`src/rtl/sync_fifo_stream_rd.sv`:
```
// sync_fifo_stream_rd
//   Read-side adapter for the sync FIFO. It pops words from the FIFO read port
//   and presents them on a valid/ready stream master. The FIFO has a 1-cycle
//   registered read latency. A 2-entry local buffer absorbs that latency, so
//   back-to-back transfers run at one word per cycle with registered outputs.
//
// Parameters
//   DATA_WIDTH  width of the FIFO word and of m_data
//   CNT_WIDTH   width of the wrapping xfer_cnt transfer counter
//
// Ports
//   clk         system clock, rising edge
//   rst         asynchronous reset, active-high
//   fifo_empty  FIFO empty flag
//   fifo_data   FIFO data_out, valid the cycle after fifo_rd_en
//   fifo_rd_en  FIFO read request (combinational, held low during reset)
//   m_valid     stream data valid (registered)
//   m_ready     stream sink ready
//   m_data      stream data, head of the local buffer (registered)
//   xfer_cnt    count of completed m_valid && m_ready handshakes (wraps)
module sync_fifo_stream_rd #(
    parameter int unsigned DATA_WIDTH = 8,
    parameter int unsigned CNT_WIDTH  = 16
) (
    input  logic                  clk,
    input  logic                  rst,
    input  logic                  fifo_empty,
    input  logic [DATA_WIDTH-1:0] fifo_data,
    output logic                  fifo_rd_en,
    output logic                  m_valid,
    input  logic                  m_ready,
    output logic [DATA_WIDTH-1:0] m_data,
    output logic [CNT_WIDTH-1:0]  xfer_cnt
);

    logic [DATA_WIDTH-1:0] buf_mem [2];
    logic [1:0]            buf_cnt;
    logic [1:0]            buf_cnt_next;
    logic                  wr_ptr;
    logic                  rd_ptr;
    logic                  rd_ptr_next;
    logic                  inflight;
    logic                  valid_q;
    logic [DATA_WIDTH-1:0] data_q;
    logic [DATA_WIDTH-1:0] head_next;
    logic                  pop;
    logic                  issue;
    logic [2:0]            occ_after_pop;

    always_comb begin
        pop           = valid_q && m_ready;
        // Words held or already requested once this cycle's pop is taken.
        // A new read is allowed only if its word will still find a free slot.
        occ_after_pop = {1'b0, buf_cnt} + {2'b00, inflight} - {2'b00, pop};
        issue         = !rst && !fifo_empty && (occ_after_pop < 3'd2);
        buf_cnt_next  = buf_cnt + {1'b0, inflight} - {1'b0, pop};
        rd_ptr_next   = rd_ptr ^ pop;
        // m_data is kept in its own register, equal to buf_mem[rd_ptr]. When
        // the next head slot is the one being written this edge, forward the
        // incoming FIFO word.
        if (inflight && (wr_ptr == rd_ptr_next)) begin
            head_next = fifo_data;
        end else begin
            head_next = buf_mem[rd_ptr_next];
        end
    end

    always_ff @(posedge clk or posedge rst) begin
        if (rst) begin
            buf_mem[0] <= '0;
            buf_mem[1] <= '0;
            buf_cnt    <= '0;
            wr_ptr     <= 1'b0;
            rd_ptr     <= 1'b0;
            inflight   <= 1'b0;
            valid_q    <= 1'b0;
            data_q     <= '0;
            xfer_cnt   <= '0;
        end else begin
            inflight <= issue;
            if (inflight) begin
                buf_mem[wr_ptr] <= fifo_data;
                wr_ptr          <= ~wr_ptr;
            end
            rd_ptr  <= rd_ptr_next;
            buf_cnt <= buf_cnt_next;
            valid_q <= (buf_cnt_next != 2'd0);
            data_q  <= head_next;
            if (pop) begin
                xfer_cnt <= xfer_cnt + CNT_WIDTH'(1);
            end
        end
    end

    assign fifo_rd_en = issue;
    assign m_valid    = valid_q;
    assign m_data     = data_q;

endmodule

```
`config.mk`:
```
export PLATFORM = sky130hd
export DESIGN_NAME = sync_fifo_stream_rd
export DESIGN_NICKNAME = d
export VERILOG_FILES = /design/src/rtl/sync_fifo_stream_rd.sv
export SDC_FILE = /design/constraint.sdc
export NUM_CORES = 1
export LEC_CHECK = 0
export CORE_MARGIN = 2
export CORE_UTILIZATION = 40
export DETAILED_ROUTE_END_ITERATION = 8
export GPL_TIMING_DRIVEN = 0
export PLACE_DENSITY = 0.63
export SLEW_MARGIN = 10
export SYNTH_ARGS = -nofsm -noshare
export SYNTH_HDL_FRONTEND = slang
export SYNTH_SLANG_ARGS = --single-unit
```
`constraint.sdc`:
```
create_clock -name clk -period 3.2 [get_ports clk]
set_clock_uncertainty 0.1 [all_clocks]
set_input_delay 0.8 -clock clk [delete_from_list [all_inputs] [get_ports clk]]
set_output_delay 0.8 -clock clk [all_outputs]
set_load 0.01 [all_outputs]
```
==> summary.md, run 1 <==
| Metric | Value |
|---|---|
| Distinct cells, synth | `24` |
| Clock Latency Late Sink | `0.29 ns` |
| WL final | `3540 µm` |
| Die span in y | `74.2 µm` |
| Register area share after synthesis | `58.4%` |
| Max VDD drop | `466 µV` |
| Clock Tree Root | `clkbuf_8` |
| Minimum clock period | `3.14 ns` |
| Critical Path Start Type | `input pin` |
| Most frequent CP cell | `nand2_4` |
| YS warnings | `0` |
| R2R Setup Slk | `0.98 ns` |
| First-pass GRT wire length | `5880 µm` |
| Leakage | `1.17 nW` |
| CP max stage delay | `0.46 ns` |
| Cell Chain, Critical Path | `buf_8, nand2_4, or2_4, nand2_4, ha_4, fa_2, nor4_4, buf_2` |
| Relative slew margins | `65.1%` |
| Fraction of layout cells with a size suffix above 1 | `30.4%` |
| Critical path class | `in -> out` |
| Commonest cells after routing, fill and taps aside | `dfrtp_1, clkdlybuf4s50_1, mux2_2, xnor2_1, nand2_1` |
| GPL Wtd Cong | `0.757` |
| CTS tree | `yes` |
| Crit path from | `m_ready` |
| Synth Area per Inst | `14.2 µm²` |
| Die X | `74.2 µm` |
| Final Max Tran Viols | `0` |
| Syn_nets | `154` |
| Largest net degree at the start of global routing | `32` |
| Row count | `25` |
| Seq cells post-synth | `46` |
| Core Box Area | `4720 µm²` |
| Unrepaired setup endpoints after global routing | `yes` |
| Worst Path Required | `2.30 ns` |
| CTS clk-pin slew, worst paths | `0.08 ns` |
| WP data arrival | `2.24 ns` |
| Commonest non-fill, non-tap cell in the layout | `dfrtp_1` |
| Filler cells | `417` |
| Antenna-violating nets left | `0` |
| DR iter-0 viols | `66` |
| Highest net fanout along the worst path | `3` |
| Max cap viols | `0` |
| R2r worst-path depth | `5` |
| Worst slew pin tran | `0.520 ns` |
| Vias/cell | `4.69` |
| Die footprint | `5510 µm²` |
| WL/cell | `13.7 µm` |
| Vias in the first global route | `1282` |
| Reg area | `1150 µm²` |
| Pwr Total | `2.38 mW` |
| Area grow syn2layout | `33.8%` |
| Mapped Area | `1970 µm²` |
| Setup violators final | `0` |
| Clock tree buffer depth | `2` |
| Worst setup path end | `fifo_rd_en` |
| FF-to-FF End | `m_data[2]$_DFF_PP0_` |
| Setup crit end kind | `output port` |
| Grt total ovfl | `0` |
| Pre-Repair DR Iteration Count | `2` |
| Final hold vios | `0` |
| Type of the most critical hold path | `reg -> reg` |
| Final period util | `98.0%` |
| Fmax | `319 MHz` |
| I/O pins | `38` |
| DRC | `0` |
| Via count | `1211` |
| Synth Instances | `139` |
| Dpl cells | `244` |
| Power per Cell Area | `902 nW/µm²` |
| Multi-input gate area | `841 µm²` |
| I/O Buffers | `37` |
| Clk sinks | `46` |
| Outcome | `completed` |
| Final Non-Filler Cells | `258` |
| Initial antenna violation count | `0` |
| GRT Util Overall | `14.4%` |
| Initial Util | `41.7%` |
| H-tree Lvls | `2` |
| Crit Reg-Reg Startpoint | `m_valid$_DFF_PP0_` |
| Clock buffer count from CTS | `5` |
| Detailed Place HPWL | `2400 µm` |
| Slowest cell on crit path | `fa_2` |
| Nets | `205` |
| Ant diodes | `0` |
## worst max-delay path: cells and delay by family
kind | cells | cell delay, ns
buffers and inverters | 2 | 0.24
adders and majority gates | 2 | 0.59
and+or+nand+nor | 4 | 0.59
## registers in the layout (all words and copies together) (netlist names)
signal	count
xfer_cnt	16
m_data	8
m_valid	1
buf_mem	16
rd_ptr	1
inflight	1
wr_ptr	1
buf_cnt	2
## power breakdown
group	internal, mW	switching (mW)
logic	0.630	0.375
clock network	0.234	0.184
registers	0.815	0.140
total	1.68	0.699
## logic make-up (layout without fill, tap and decap cells)
group	after synthesis	in the layout	share of synthesized area, %
mux	32	32	20.0
fa+ha+maj	3	3	2.28
simple gates	35	35	9.39
flops	46	46	58.4
buf+inv	5	57	1.01
xor+xnor	18	18	8.95
## Yosys cell counts (all sizes together)
cell type,n,area share [%]
xnor2,13,5.8
xor2,5,3.2
nand3,7,1.8
and4,1,0.44
and2,1,0.32
mux2,31,19
nand2,11,2.5
buf,1,0.25
or2,2,0.63
and3,6,2.0
dfrtp,46,58
ha,2,1.3
mux2i,1,1.1
nand4,1,0.32
fa,1,1.0
nor2b,1,0.32
nor2,3,0.57
nor3,1,0.25
inv,4,0.76
nor4,1,0.32
## layer usage
| metal | part of all wire [%] | GRT usage [%] | wire [µm] | vias to the layer above |
|---|---|---|---|---|
| met3 | 4.7 | 4.74 | 165 | 2 |
| met4 | 0.71 | 5.36 | 25 | 0 |
| met2 | 54 | 25.0 | 1910 | 24 |
| li1 | - | - | - | 578 |
| met1 | 41 | 16.8 | 1440 | 607 |
| met5 | 0 | 0 | 0 | - |
## per-stage QoR
step                      cell area, µm²  TNS (ns)  setup WS [ns]  utilization, %  hold slack, ns
after floorplan                     1970         0        0.00826               -           0.361
after global placement              2430     -1.07          -1.07            51.4           0.361
after detailed placement            2450     -1.14          -1.14            51.8           0.371
after CTS                           2610   -0.0623        -0.0623            55.3           0.387
after global routing                2640  -0.00894       -0.00894            55.8           0.402
final                               2640         0         0.0645            55.8           0.382
## final cells by class
class,instances,share of cell area (%)
Sequential cell,46,43.6
Multi-Input combinational cell,88,31.9
Timing Repair Buffer,44,16.5
Tap cell,67,3.18
Clock buffer,7,2.89
Clock inverter,1,1.14
Inverter,4,0.569
Buffer,1,0.190
## how the worst min path moves through the flow
stage                                          end  cells after the start                      from
after floorplan                 wr_ptr$_DFFE_PP0P_                      1        wr_ptr$_DFFE_PP0P_
after global placement    xfer_cnt[15]$_DFFE_PP0P_                      1  xfer_cnt[15]$_DFFE_PP0P_
after detailed placement  xfer_cnt[15]$_DFFE_PP0P_                      1  xfer_cnt[15]$_DFFE_PP0P_
after CTS                 xfer_cnt[15]$_DFFE_PP0P_                      1  xfer_cnt[15]$_DFFE_PP0P_
after global routing      xfer_cnt[15]$_DFFE_PP0P_                      1  xfer_cnt[15]$_DFFE_PP0P_
final                     xfer_cnt[15]$_DFFE_PP0P_                      1  xfer_cnt[15]$_DFFE_PP0P_
## timing repair
item,4_1_cts,5_1_grt
resized for setup,16,3
hold buffers,0,0
buffers inserted,5,1
pin swaps,5,5
endpoints found under the setup margin,1,1
Note: power is estimated with default switching activity, not from simulation.
==> run 2: changes to the inputs <==
--- a/constraint.sdc
+++ b/constraint.sdc
@@ -4,2 +4,2 @@
 set_output_delay 0.8 -clock clk [all_outputs]
-set_load 0.01 [all_outputs]
+set_load 0.005 [all_outputs]
==> summary.md, run 2 (synthesized netlist as in run 1, its figures left out) <==
| Metric | Value |
|---|---|
| Filler cells | `417` |
| # hold bufs at CTS | `0` |
| Grt total ovfl | `0` |
| Power per Cell Area | `887 nW/µm²` |
| Via count | `1202` |
| Max cap viols | `0` |
| GRT Util Overall | `14.3%` |
| Final Max Tran Viols | `0` |
| Multi-input gate area | `841 µm²` |
| Clock tree buffer depth | `2` |
| CP max stage delay | `0.46 ns` |
| Vias in the first global route | `1273` |
| Setup crit end kind | `output port` |
| Relative slew margins | `65.4%` |
| Crit Reg-Reg Startpoint | `m_valid$_DFF_PP0_` |
| Final period util | `98.2%` |
| Gate power share | `41.4%` |
| Sw Pwr | `0.657 mW` |
| Max VDD drop | `459 µV` |
| Final hold vios | `0` |
| Die span in y | `74.2 µm` |
| HP Start | `xfer_cnt[15]$_DFFE_PP0P_` |
| WP data arrival | `2.24 ns` |
| Detailed Place HPWL | `2400 µm` |
| DRC | `0` |
| Commonest cells after routing, fill and taps aside | `dfrtp_1, clkdlybuf4s50_1, mux2_2, xnor2_1, nand2_1` |
| Most frequent CP cell | `nand2_4` |
| Type of the most critical hold path | `reg -> reg` |
| Sw Ratio | `28.1%` |
| Nets | `205` |
| Worst Path Required | `2.30 ns` |
| GPL Wtd Cong | `0.757` |
| Initial antenna violation count | `0` |
| Clk sinks | `46` |
| Core Box Area | `4720 µm²` |
| DR iter-0 viols | `60` |
| Clock power share | `17.8%` |
| Clock Latency Late Sink | `0.29 ns` |
| Initial Util | `41.7%` |
| First-pass GRT wire length | `5840 µm` |
| Row count | `25` |
| R2r worst-path depth | `5` |
| WL/cell | `13.5 µm` |
| Highest net fanout along the worst path | `3` |
| Clock buffer count from CTS | `5` |
| FF-to-FF End | `m_data[2]$_DFF_PP0_` |
| Antenna-violating nets left | `0` |
| Clock Tree Root | `clkbuf_8` |
| Worst slew pin tran | `0.515 ns` |
| R2R Setup Slk | `0.99 ns` |
| Setup WS post-layout | `0.0586 ns` |
| Die footprint | `5510 µm²` |
| Cell Chain, Critical Path | `buf_8, nand2_4, or2_4, nand2_4, ha_4, fa_2, nor4_4, buf_2` |
| Hold Path Depth | `1` |
| Ant diodes | `0` |
| Largest net degree at the start of global routing | `32` |
| Pre-Repair DR Iteration Count | `2` |
| Vias/cell | `4.66` |
| H-tree Lvls | `2` |
| Hold EP | `xfer_cnt[15]$_DFFE_PP0P_` |
| Commonest non-fill, non-tap cell in the layout | `dfrtp_1` |
| Critical path class | `in -> out` |
| Setup violators final | `0` |
| Internal power | `1.68 mW` |
| WL final | `3490 µm` |
| Fraction of layout cells with a size suffix above 1 | `30.4%` |
| Reg area | `1150 µm²` |
| Slowest cell on crit path | `fa_2` |
| Leakage | `1.17 nW` |
| I/O Buffers | `37` |
| Critical Path Start Type | `input pin` |
| Minimum clock period | `3.14 ns` |
| I/O pins | `38` |
| Sequential share of power | `40.8%` |
| Cell family with the largest share of critical-path delay | `simple AND/OR/NAND/NOR gates` |
| DP Worst Slack | `-1.11 ns` |
| Fmax | `318 MHz` |
| CTS clk-pin slew, worst paths | `0.08 ns` |
| Post-Route Utilization | `55.8%` |
| CTS tree | `yes` |
| Outcome | `completed` |
| Area grow syn2layout | `33.8%` |
| Die X | `74.2 µm` |
| Buf/Inv on CP | `2` |
-- run 2: layer usage --
metal / vias to the layer above / routed length, µm / GRT usage [%]
met3: 2 / 154 / 4.61
met4: 0 / 25 / 5.36
met5: - / 0 / 0
met1: 598 / 1480 / 16.9
met2: 24 / 1830 / 24.5
li1: 578 / - / -
-- run 2: per-stage QoR --
step	hold slack [ns]	setup TNS (ns)	power [mW]	instances	area, µm²
after floorplan	0.361	0	1.52	139	1970
after global placement	0.361	-1.04	1.80	243	2430
after detailed placement	0.371	-1.11	1.85	244	2450
after CTS	0.387	-0.0441	2.35	258	2620
after global routing	0.402	-0.00172	2.49	258	2640
final	0.382	0	2.34	258	2640
-- run 2: worst register-to-register path: stages, from the launching register on --
cell	delay, ns
dfrtp_1	0.45
nand2_4	0.11
buf_4	0.17
xor2_4	0.40
mux2i_4	0.53
mux2_4	0.34
-- run 2: power groups by stage --
stage          combinational (mW)  sequential [mW]  clock [mW]
2_1_floorplan               0.570            0.949           0
6_report                    0.969            0.954       0.417
3_5_place_dp                0.886            0.964           0
4_1_cts                     0.958            0.955       0.433
5_1_grt                      1.05            0.986       0.452
3_3_place_gp                0.852            0.949           0
-- run 2: how the worst max path moves through the flow --
stage	startpoint	endpoint	slack, ns	cells after the start
after floorplan	m_ready	fifo_rd_en	0.15	6
after global placement	m_ready	fifo_rd_en	-1.04	8
after detailed placement	m_ready	fifo_rd_en	-1.11	8
after CTS	m_ready	fifo_rd_en	-0.04	8
after global routing	m_ready	fifo_rd_en	-0.002	8
final	m_ready	fifo_rd_en	0.06	8
-- run 2: final cells by class --
type                       count  area share (%)
sequential                    46            43.6
multi-input combinational     88            31.9
timing repair buffer          44            16.5
tap                           67            3.18
clock buffer                   7            2.89
clock inverter                 1            1.14
inverter                       4           0.569
buffer                         1           0.190
-- run 2: timing repair --
| action | CTS | global route |
|---|---|---|
| endpoints found under the setup margin | 1 | 1 |
| pin swaps | 5 | 3 |
| resized for setup | 16 | 3 |
| setup buffers | 6 | 0 |
| gates cloned | 0 | 0 |
